<file path="src/rtl/calc_pkg.sv">
// Shared definitions for the calculator input unit: key codes, BCD constants
// and the operand-entry state type.
`timescale 1ns/1ps
package calc_pkg;

    localparam logic [3:0] KEY_DIGIT_MAX = 4'd9;
    localparam logic [3:0] KEY_SIGN      = 4'd10;
    localparam logic [3:0] KEY_CLR       = 4'd11;
    localparam logic [3:0] KEY_BKSP      = 4'd12;
    localparam logic [3:0] KEY_ENTER     = 4'd13;

    localparam logic [3:0] BCD_MINUS     = 4'd14;
    localparam int         MAG_MAX       = 127;

    typedef enum logic [1:0] {
        ENTRY   = 2'd0,
        CONVERT = 2'd1,
        OUTPUT  = 2'd2
    } entry_state_t;

endpackage

</file>
<file path="src/rtl/bcd_mag_limit.sv">
// Combinational range check: flags a 3-digit BCD magnitude greater than the
// largest operand magnitude the arithmetic unit accepts.
`timescale 1ns/1ps
module bcd_mag_limit
    import calc_pkg::*;
(
    input  logic [11:0] mag,
    output logic        over
);

    logic [9:0] bin;

    assign bin  = 10'(mag[11:8]) * 10'd100 + 10'(mag[7:4]) * 10'd10 + 10'(mag[3:0]);
    assign over = (bin > 10'(MAG_MAX));

endmodule

</file>
<file path="src/rtl/operand_entry_ctrl.sv">
// Keypad-to-operand sequencer: builds a signed BCD operand, converts it to
// two's complement and hands it off. Backspace key enabled by OPERAND_ENTRY_BACKSPACE_EN.
`timescale 1ns/1ps
module operand_entry_ctrl
    import calc_pkg::*;
(
    input  logic              clk,
    input  logic              reset_n,
    input  logic              key_valid,
    input  logic [3:0]        key_code,
    output logic              key_ready,
    output logic [15:0]       bcd_display,
    output logic              overflow_flag,
    output logic              op_valid,
    input  logic              op_ready,
    output logic signed [7:0] op_value
);

    entry_state_t state;
    logic [7:0]   acc;
    logic [1:0]   conv_step;

    logic [3:0]   sign_d, d2, d1, d0;
    logic [11:0]  cand_mag;
    logic         cand_over;
    logic         key_take;
    logic [3:0]   conv_digit;
    logic [7:0]   acc_next;

    function automatic logic signed [7:0] apply_sign(input logic [7:0] mag, input logic neg);
        // Negating zero yields zero, so a minus-zero entry collapses to 0.
        return neg ? -$signed(mag) : $signed(mag);
    endfunction

    assign {sign_d, d2, d1, d0} = bcd_display;
    assign cand_mag  = {d1, d0, key_code};
    assign key_ready = (state == ENTRY);
    assign key_take  = key_valid && key_ready;

    bcd_mag_limit u_mag_limit (
        .mag  (cand_mag),
        .over (cand_over)
    );

    always_comb begin
        conv_digit = d0;
        case (conv_step)
            2'd0:    conv_digit = d2;
            2'd1:    conv_digit = d1;
            default: conv_digit = d0;
        endcase
    end

    // Magnitude is capped at 127, so the 8-bit accumulator never wraps.
    assign acc_next = acc * 8'd10 + {4'd0, conv_digit};

    always_ff @(posedge clk or negedge reset_n) begin
        if (!reset_n) begin
            state         <= ENTRY;
            bcd_display   <= 16'd0;
            overflow_flag <= 1'b0;
            op_valid      <= 1'b0;
            op_value      <= 8'sd0;
            acc           <= 8'd0;
            conv_step     <= 2'd0;
        end else begin
            case (state)
                ENTRY: begin
                    if (key_take) begin
                        if (key_code <= KEY_DIGIT_MAX) begin
                            if ((d2 != 4'd0) || cand_over) begin
                                overflow_flag <= 1'b1;
                            end else begin
                                bcd_display   <= {sign_d, cand_mag};
                                overflow_flag <= 1'b0;
                            end
                        end else begin
                            case (key_code)
                                KEY_SIGN: begin
                                    bcd_display[15:12] <= (sign_d == BCD_MINUS) ? 4'd0 : BCD_MINUS;
                                    overflow_flag      <= 1'b0;
                                end
                                KEY_CLR: begin
                                    bcd_display   <= 16'd0;
                                    overflow_flag <= 1'b0;
                                end
                                KEY_BKSP: begin
`ifdef OPERAND_ENTRY_BACKSPACE_EN
                                    bcd_display   <= {sign_d, 4'd0, d2, d1};
                                    overflow_flag <= 1'b0;
`endif
                                end
                                KEY_ENTER: begin
                                    state     <= CONVERT;
                                    acc       <= 8'd0;
                                    conv_step <= 2'd0;
                                end
                                default: ;
                            endcase
                        end
                    end
                end
                CONVERT: begin
                    acc       <= acc_next;
                    conv_step <= conv_step + 2'd1;
                    if (conv_step == 2'd2) begin
                        state    <= OUTPUT;
                        op_valid <= 1'b1;
                        op_value <= apply_sign(acc_next, sign_d == BCD_MINUS);
                    end
                end
                OUTPUT: begin
                    if (op_ready) begin
                        op_valid    <= 1'b0;
                        bcd_display <= 16'd0;
                        state       <= ENTRY;
                    end
                end
                default: state <= ENTRY;
            endcase
        end
    end

endmodule
</file>
<file path="config.mk">
export PLATFORM = sky130hd
export DESIGN_NAME = operand_entry_ctrl
export DESIGN_NICKNAME = d
export VERILOG_FILES = /design/src/rtl/calc_pkg.sv /design/src/rtl/bcd_mag_limit.sv /design/src/rtl/operand_entry_ctrl.sv
export SDC_FILE = /design/constraint.sdc
export NUM_CORES = 1
export LEC_CHECK = 0
export CORE_MARGIN = 4
export CORE_UTILIZATION = 50
export CTS_CLUSTER_DIAMETER = 150
export DETAILED_ROUTE_END_ITERATION = 10
export HOLD_SLACK_MARGIN = 0.05
export PLACE_DENSITY_LB_ADDON = 0.05
export SLEW_MARGIN = 25
export SYNTH_ARGS = -nofsm -noshare
export SYNTH_HDL_FRONTEND = slang
export SYNTH_SLANG_ARGS = --single-unit
</file>
<file path="constraint.sdc">
create_clock -name clk -period 4 [get_ports clk]
set_input_delay 0.6 -clock clk [delete_from_list [all_inputs] [get_ports clk]]
set_output_delay 0.6 -clock clk [all_outputs]
set_load 0.01 [all_outputs]
</file>
# Word-level counts from Yosys, hierarchy flattened

Index checks and enable logic that the tools add are counted.

Output and inout bits: 27
Register bits: 38
Input port bits: 8

Add/subtract/negate cells: 5
Equal/unequal tests: 16
Multipliers: 3
Multiplexer cells: 30
$lt $le $gt $ge: 2
Reductions and logical operators: 17

Operators by type and width:

| kind                                                            | number |
|---|---|
| two-way mux 16 bit                                              | 3 |
| two-way mux 8 bit                                               | 4 |
| case mux 16 bit (2 select lines)                                | 1 |
| two-way mux 12 bit                                              | 2 |
| equality test 4 bit (second input constant)                     | 4 |
| two-way mux 2 bit                                               | 8 |
| case mux 4 bit (2 select lines)                                 | 2 |
| case mux 8 bit (2 select lines)                                 | 1 |
| AND reduction 5 bit                                             | 3 |
| adder 10 x 4 -> 10 bit                                          | 1 |
| adder 10 x 8 -> 10 bit                                          | 1 |
| greater-than comparator 10 x 7 -> 1 bit (second input constant) | 1 |
| adder 8 x 4 -> 8 bit                                            | 1 |
| multiplier 4 x 5 -> 8 bit (second input constant)               | 1 |
| multiplier 8 x 3 -> 7 bit (second input constant)               | 1 |
| negator 8 bit                                                   | 1 |
| nonzero test 2 bit                                              | 4 |
| multiplier 4 x 3 -> 7 bit (second input constant)               | 1 |
| inequality test 2 bit (second input constant)                   | 3 |
| inequality test 3 x 1 -> 1 bit (second input constant)          | 2 |
| case mux 2 bit (3 select lines)                                 | 1 |
| AND reduction 3 bit                                             | 2 |
| two-way mux 1 bit                                               | 5 |
| equality test 2 x 1 -> 1 bit (second input constant)            | 2 |
| 15 further kinds                                                | 18 |

# Logic depth before layout (Yosys ltp)

Gate-level depths: netlist (run 1).

Depth in word-level cells: 9
Mapped depth: 14
Gate-level depth less buffers: 14

# Cells and area by module

A second synthesis (run 1) with hierarchy kept.

Cells, all modules: 279
Area total of the unflattened synthesis: 2661.3 µm²

Modules (own cells, without submodules):

| module             | cells each | area an instance (µm²) | seq. area each (µm²) | instances |
|---|---|---|---|---|
| operand_entry_ctrl | 220        | 2064.5                 | 850.8                | 1 |
| bcd_mag_limit      | 59         | 596.8                  | 0.0                  | 1 |

# Least setup slack after synthesis (run 1)

No wires, ideal clock.

Kind: reg2reg
From: register bcd_display[1]
To: register bcd_display[0]
Period minus slack after synthesis: 3738 ps
Path slack: 262 ps
Arrival time: 3620 ps
Cell stages (with the launch flop): 14
Buffers on the path: 1
Path through: dfrtp_1 ha_1 ha_1 fa_1 xor2_1 ha_1 ha_1 a21oi_2 nor2b_1 or4_4 a2111oi_2 o21ai_2 buf_6 o2bb2ai_2

Cells in the longest elaborated chain, start to end: 7

Ends and longest elaborated chain:

| item                                    | line                     | RTL |
|---|---|---|
| from (decl)                             | operand_entry_ctrl.sv:12 | `output logic [15:0] bcd_display,` |
| from (signal assigned)                  | operand_entry_ctrl.sv:74 | `bcd_display <= {sign_d, cand_mag};` |
| multiplier 4 x 3 -> 7 bit               | bcd_mag_limit.sv:13      | `assign bin = 10'(mag[11:8]) * 10'd100 + 10'(mag[7:4]) * 10'd10 + 10'(mag[3:0]);` |
| adder 10 x 8 -> 10 bit                  | bcd_mag_limit.sv:13      |  |
| adder 10 x 4 -> 10 bit                  | bcd_mag_limit.sv:13      |  |
| greater-than comparator 10 x 7 -> 1 bit | bcd_mag_limit.sv:14      | `assign over = (bin > 10'(MAG_MAX));` |
| logical OR 1 bit                        | operand_entry_ctrl.sv:71 | `if ((d2 != 4'd0) \|\| cand_over) begin` |
| inequality test 3 bit (no source line)  | -                        |  |
| AND reduction 5 bit (no source line)    | -                        |  |

No other way between the ends.
A chain may end at the register's enable or synchronous reset.

# Final worst setup path (run 1)

From: register bcd_display[1]
To: register bcd_display[5]

Cells in the longest elaborated chain, start to end: 7
Elaborated cells between the ends (all ways): 11

Ends and longest elaborated chain:

| item                                    | line |
|---|---|
| multiplier 4 x 3 -> 7 bit               | bcd_mag_limit.sv:13 |
| adder 10 x 8 -> 10 bit                  | bcd_mag_limit.sv:13 |
| adder 10 x 4 -> 10 bit                  | bcd_mag_limit.sv:13 |
| greater-than comparator 10 x 7 -> 1 bit | bcd_mag_limit.sv:14 |
| logical OR 1 bit                        | operand_entry_ctrl.sv:71 |
| inequality test 3 bit (no source line)  | - |
| AND reduction 5 bit (no source line)    | - |

Parallel ways exist; a longest one is shown, timed or not. The select of a mux whose other input is x is not followed.

==> results of run 1 <==
## worst max-delay path, stage by stage (launching register included)
cell and delay [ns]:
dfrtp_1 0.40, ha_1 0.30, ha_1 0.23, fa_1 0.38, xor2_1 0.16, ha_1 0.31
ha_1 0.36, a2111o_1 0.43, a21o_1 0.19, a211oi_2 0.30, a2111oi_4 0.10, o21ai_2 0.18
buf_4 0.19, mux2i_1 0.18
## final timing paths
path                                              end  slack [ns]
min                           op_value[0]$_DFFE_PN0P_        0.48
max in group asynchronous    conv_step[0]$_DFFE_PN0P_        2.96
min reg2reg                   op_value[0]$_DFFE_PN0P_        0.48
max                        bcd_display[5]$_DFFE_PN0P_        0.22
max reg2reg                bcd_display[5]$_DFFE_PN0P_        0.22
min in group asynchronous   overflow_flag$_DFFE_PN0P_        0.72
## power by group
group	internal, W	total, W	switching, W
combinational	0.000844	0.00181	0.000963
clock	0.000199	0.000329	0.000130
sequential	0.000475	0.000599	0.000124
## cells in the mapped netlist (2+ instances only)
master,count
o21ai_0,17
dfrtp_1,34
nand3b_1,2
mux2i_1,4
ha_1,37
o21ai_1,3
o211a_1,2
o31ai_1,2
xnor2_1,7
nand2b_1,4
xor2_1,10
a211oi_1,2
a22oi_1,2
nand2_1,33
nor3_1,2
nor2_1,9
buf_6,2
nor2b_1,6
and3_1,2
inv_1,19
a22o_1,6
a21oi_1,7
a21o_1,5
fa_1,7
clkbuf_1,5
o2bb2ai_2,10
buf_4,3
nand3_1,13
nor4_1,2
## state kept, by name, summed over array words and instances (netlist names)
name / cells
op_value: 8
acc: 7
conv_step: 2
overflow_flag: 1
bcd_display: 13
op_valid: 1
state: 2
## area by class of cell
cell class              count  area share [%]
inverters                  20            2.27
well taps                  70            2.65
repair buffers             48            13.4
clock inverters             1           0.908
flip-flops and latches     34            25.7
clock buffers               6            2.50
multi-input cells         211            52.6
## routing by layer
metal,up-vias,GRT usage (%),share of wire [%]
met2,43,30.0,43
met3,9,4.71,5.2
li1,1058,-,-
met4,0,3.65,0.68
met1,974,30.6,51
met5,-,0,0
## logic make-up (layout without fill, tap and decap cells)
group / after synthesis / in the layout / share of synthesized area [%]
adder cells (fa/ha/maj): 44 / 44 / 22.2
AO/OA/AOI/OAI: 65 / 65 / 19.5
buffers and inverters: 31 / 75 / 5.26
multiplexers: 5 / 5 / 1.89
AND/OR/NAND/NOR: 79 / 79 / 14.1
XOR/XNOR: 17 / 17 / 5.49
flip-flops: 34 / 34 / 31.4
other: 1 / 1 / 0.138
## metrics by stage
stage	hold slack, ns	instances	worst slack [ns]	total power (W)
floorplan	0.304	276	0.262	0.00184
global placement	0.460	383	0.0878	0.00236
global route	0.501	390	0.0462	0.00301
CTS	0.486	390	0.152	0.00273
finish	0.477	390	0.224	0.00274
detailed placement	0.470	383	0.000562	0.00239
==> results.cfg, run 1 <==
[logic_synthesis]
syn_nets = 328
synthDominantCellAreaShare_pct = 31.4
synth_seq_area_share_pct = 31.4
synth_top_area_cell = dfrtp_1
synthTopCellsByArea = dfrtp_1 31%, ha_1 17%, o2bb2ai_2 5.5%, fa_1 5.2%, nand2_1 4.6%
yosysWarnings = 0
async_flop_share_pct = 100
synth.distinct_cells = 48
netlist_area_sq_um = 2710
ys.flop_type = dfrtp_1
syn_area_per_cell_sq_um = 9.83
synth-edff-count = 0
synth_seq_cells = 34
synthCells = 276

[clock_tree]
post_cts_resized = 0
clock-sinks = 34
cts_setup_buffers = 0
hold_buffers = 0
cts_max_path_buffers = 2
clk_latency_ns = 0.29
clk_pin_slew_ns = 0.07
cts-root-buf = clkbuf_8
cts_buffers = 5
cts-htree-levels = 2
tritoncts = done

[setup_path]
start_kind = flip-flop
cp-startpoint = bcd_display[1]$_DFFE_PN0P_
cp-end-kind = flip-flop
critical_path_required_ns = 4.22
r2r-start = bcd_display[1]$_DFFE_PN0P_
path_max_fanout = 7
crit_type = flip-flop to flip-flop
worstRegToRegCells = 13
crit_arrival_ns = 4.00

[floorplan]
start_util_pct = 52.5
fp.dieArea_sq_um = 6670
die_h_um = 81.7
die_w_um = 81.7
pin_count = 35
std_cell_rows = 26
core-area_sq_um = 5170

[routing]
vias = 2084
drt-initial-drc-count = 98
drt_wl_total_um = 6030
drc_errors = 0
wl_per_cell_um = 15.5
final_antenna_net_count = 0
vias_per_cell = 5.34
drt-pass1-iter-count = 4

[sta]
fmax_mhz = 265
fin_crit_ns = 3.78
hold_viol = 0
tns_ns = 0
timing.final.crit_share_pct = 94.4
setup_viol = 0
rsz0062_at_grt = no
skew_ns = 0.00795
slew_violations = 0
tightest_slew_ns = 0.736
slew_headroom_pct = 50.9

[place]
hpwlAfterDp_um = 4740
dpl-instance-area_sq_um = 3180
place_congestion = 0.883
io_buffers = 33

[layout]
regArea_sq_um = 851
multi_input_area_sq_um = 1740
fillCellCount = 440
design_area_sq_um = 3310
final_common_cell = ha_1
layout_common_cells = 37 x ha_1, 34 x dfrtp_1, 33 x nand2_1, 33 x clkdlybuf4s50_1, 19 x inv_1
num_antenna_cells = 0
final_util_pct = 63.9
area_growth_pct = 21.9
fin_nets = 372
layout-drive-gt1-share_pct = 12.5

[global_routing]
grt_pass1_wl_um = 10300
first_global_vias = 2090
antenna_found_initial = 0
track_usage_pct = 20.3
grt_overflow = 0
grt_max_degree = 35

[power]
power_density_nw_per_um2 = 827
leakage_nw = 1.65
ir_drop_uv = 433

[flow_run]
drv_cap = 0

[worst_hold_path]
hold_start = op_value[0]$_DFFE_PN0P_
hold-path-cell-count = 2
min_path_type = flip-flop to flip-flop

[outcome]
status = completed
Note: power is estimated with default switching activity, not from simulation.
==> inputs of run 2 (changes only) <==
==> constraint.sdc (replaced) <==
create_clock -name clk -period 4.6 [get_ports clk]
set_input_delay 0.69 -clock clk [delete_from_list [all_inputs] [get_ports clk]]
set_output_delay 0.69 -clock clk [all_outputs]
set_load 0.01 [all_outputs]
==> results.cfg, run 2 (synthesis results as in run 1) <==
[outcome]
status = completed

[clock_tree]
clk_latency_ns = 0.28
cts_max_path_buffers = 2
clock-sinks = 34
cts-htree-levels = 2
cts_buffers = 5
cts_setup_buffers = 0
post_cts_resized = 0
cts-root-buf = clkbuf_8
tritoncts = done
hold_buffers = 0
clk_pin_slew_ns = 0.07

[sta]
slew_headroom_pct = 47.5
tns_ns = 0
fmax_mhz = 243
tightest_slew_ns = 0.787
fin_crit_ns = 4.12
hold_viol = 0
slew_violations = 0
setup_viol = 0
skew_ns = 0.00266
rsz0062_at_grt = no
fin_ws_ns = 0.481
timing.final.crit_share_pct = 89.6

[floorplan]
pin_count = 35
core-area_sq_um = 5170
die_w_um = 81.7
start_util_pct = 52.5
std_cell_rows = 26
fp.dieArea_sq_um = 6670
die_h_um = 81.7

[routing]
wl_per_cell_um = 15.0
vias = 2083
drt-pass1-iter-count = 4
drt_wl_total_um = 5740
drt-initial-drc-count = 50
drc_errors = 0
final_antenna_net_count = 0
vias_per_cell = 5.44

[power]
power_density_nw_per_um2 = 711
leakage_nw = 1.61
power_w = 0.00230
ir_drop_uv = 266

[global_routing]
grt_max_degree = 35
antenna_found_initial = 0
grt_overflow = 0
grt_pass1_wl_um = 9870
first_global_vias = 2020
track_usage_pct = 19.3

[layout]
fin_nets = 365
fillCellCount = 423
regArea_sq_um = 851
num_antenna_cells = 0
layout_common_cells = 37 x ha_1, 34 x dfrtp_1, 33 x nand2_1, 33 x clkdlybuf4s50_1, 19 x inv_1
multi_input_area_sq_um = 1720
final_common_cell = ha_1
top_register = bcd_display
area_growth_pct = 19.3
top_regs = bcd_display x13, op_value x8, acc x7
layout-drive-gt1-share_pct = 10.2
largest_reg_flops = 13

[setup_path]
cp-end-kind = flip-flop
crit_type = flip-flop to flip-flop
r2r_slack_ns = 0.48
crit_arrival_ns = 4.33
start_kind = flip-flop
path_max_fanout = 12
critical_path_required_ns = 4.81

[worst_hold_path]
min_path_type = flip-flop to flip-flop

[place]
io_buffers = 33
place_congestion = 0.801
hpwlAfterDp_um = 4560
place_ws_ns = 0.332

[flow_run]
drv_cap = 0
==> run 2: changes by cell type in the layout (fill, tap and decap cells not counted), sizes merged <==
| cell | delta |
|---|---|
| buf | -7 |
==> run 2: path summary, 6_finish.rpt <==
path | start | endpoint | depth (start not counted)
min in group asynchronous | reset_n | op_value[1]$_DFFE_PN0P_ | 2
max in group asynchronous | reset_n | bcd_display[3]$_DFFE_PN0P_ | 2
worst max-delay path | bcd_display[1]$_DFFE_PN0P_ | bcd_display[6]$_DFFE_PN0P_ | 12
worst min-delay path | op_value[2]$_DFFE_PN0P_ | op_value[2]$_DFFE_PN0P_ | 2
worst min register to register | op_value[2]$_DFFE_PN0P_ | op_value[2]$_DFFE_PN0P_ | 2
worst max register to register | bcd_display[1]$_DFFE_PN0P_ | bcd_display[6]$_DFFE_PN0P_ | 12
==> run 2: layer usage <==
layer / track usage, % / share of wire, % / up-vias
met5: 0 / 0 / -
met4: 4.49 / 0.98 / 0
met3: 3.84 / 5.0 / 6
met2: 29.2 / 43 / 45
met1: 28.5 / 51 / 990
li1: - / - / 1042
==> run 2: power by group <==
group,switching [W],internal [W]
registers,0.000114,0.000413
clock network,0.000106,0.000173
logic,0.000798,0.000697
total,0.00102,0.00128
==> run 2: area by class of cell <==
type / instances / share of cell area [%]
multi-input cells: 211 / 53.2
repair buffers: 41 / 12.1
flip-flops and latches: 34 / 26.3
clock buffers: 6 / 2.55
inverters: 20 / 2.32
well taps: 70 / 2.71
clock inverters: 1 / 0.928
==> run 2: per-stage QoR <==
stage          area [sq um]  utilization, %  hold slack (ns)  cells
6_report               3240            62.6            0.474    383
5_1_grt                3240            62.6            0.506    383
4_1_cts                3240            62.6            0.486    383
3_5_place_dp           3120            60.4            0.470    376
3_3_place_gp           3120            60.4            0.461    376
2_1_floorplan          2710               -            0.394    276
==> run 2: critical path, cell delays in order (launching register included) <==
cell	delay [ns]
dfrtp_1	0.40
ha_1	0.30
ha_1	0.24
fa_1	0.38
xor2_1	0.15
ha_1	0.30
ha_1	0.36
a2111o_1	0.43
a21o_1	0.17
a211oi_1	0.29
a2111oi_2	0.11
o21ai_2	0.66
mux2i_1	0.26
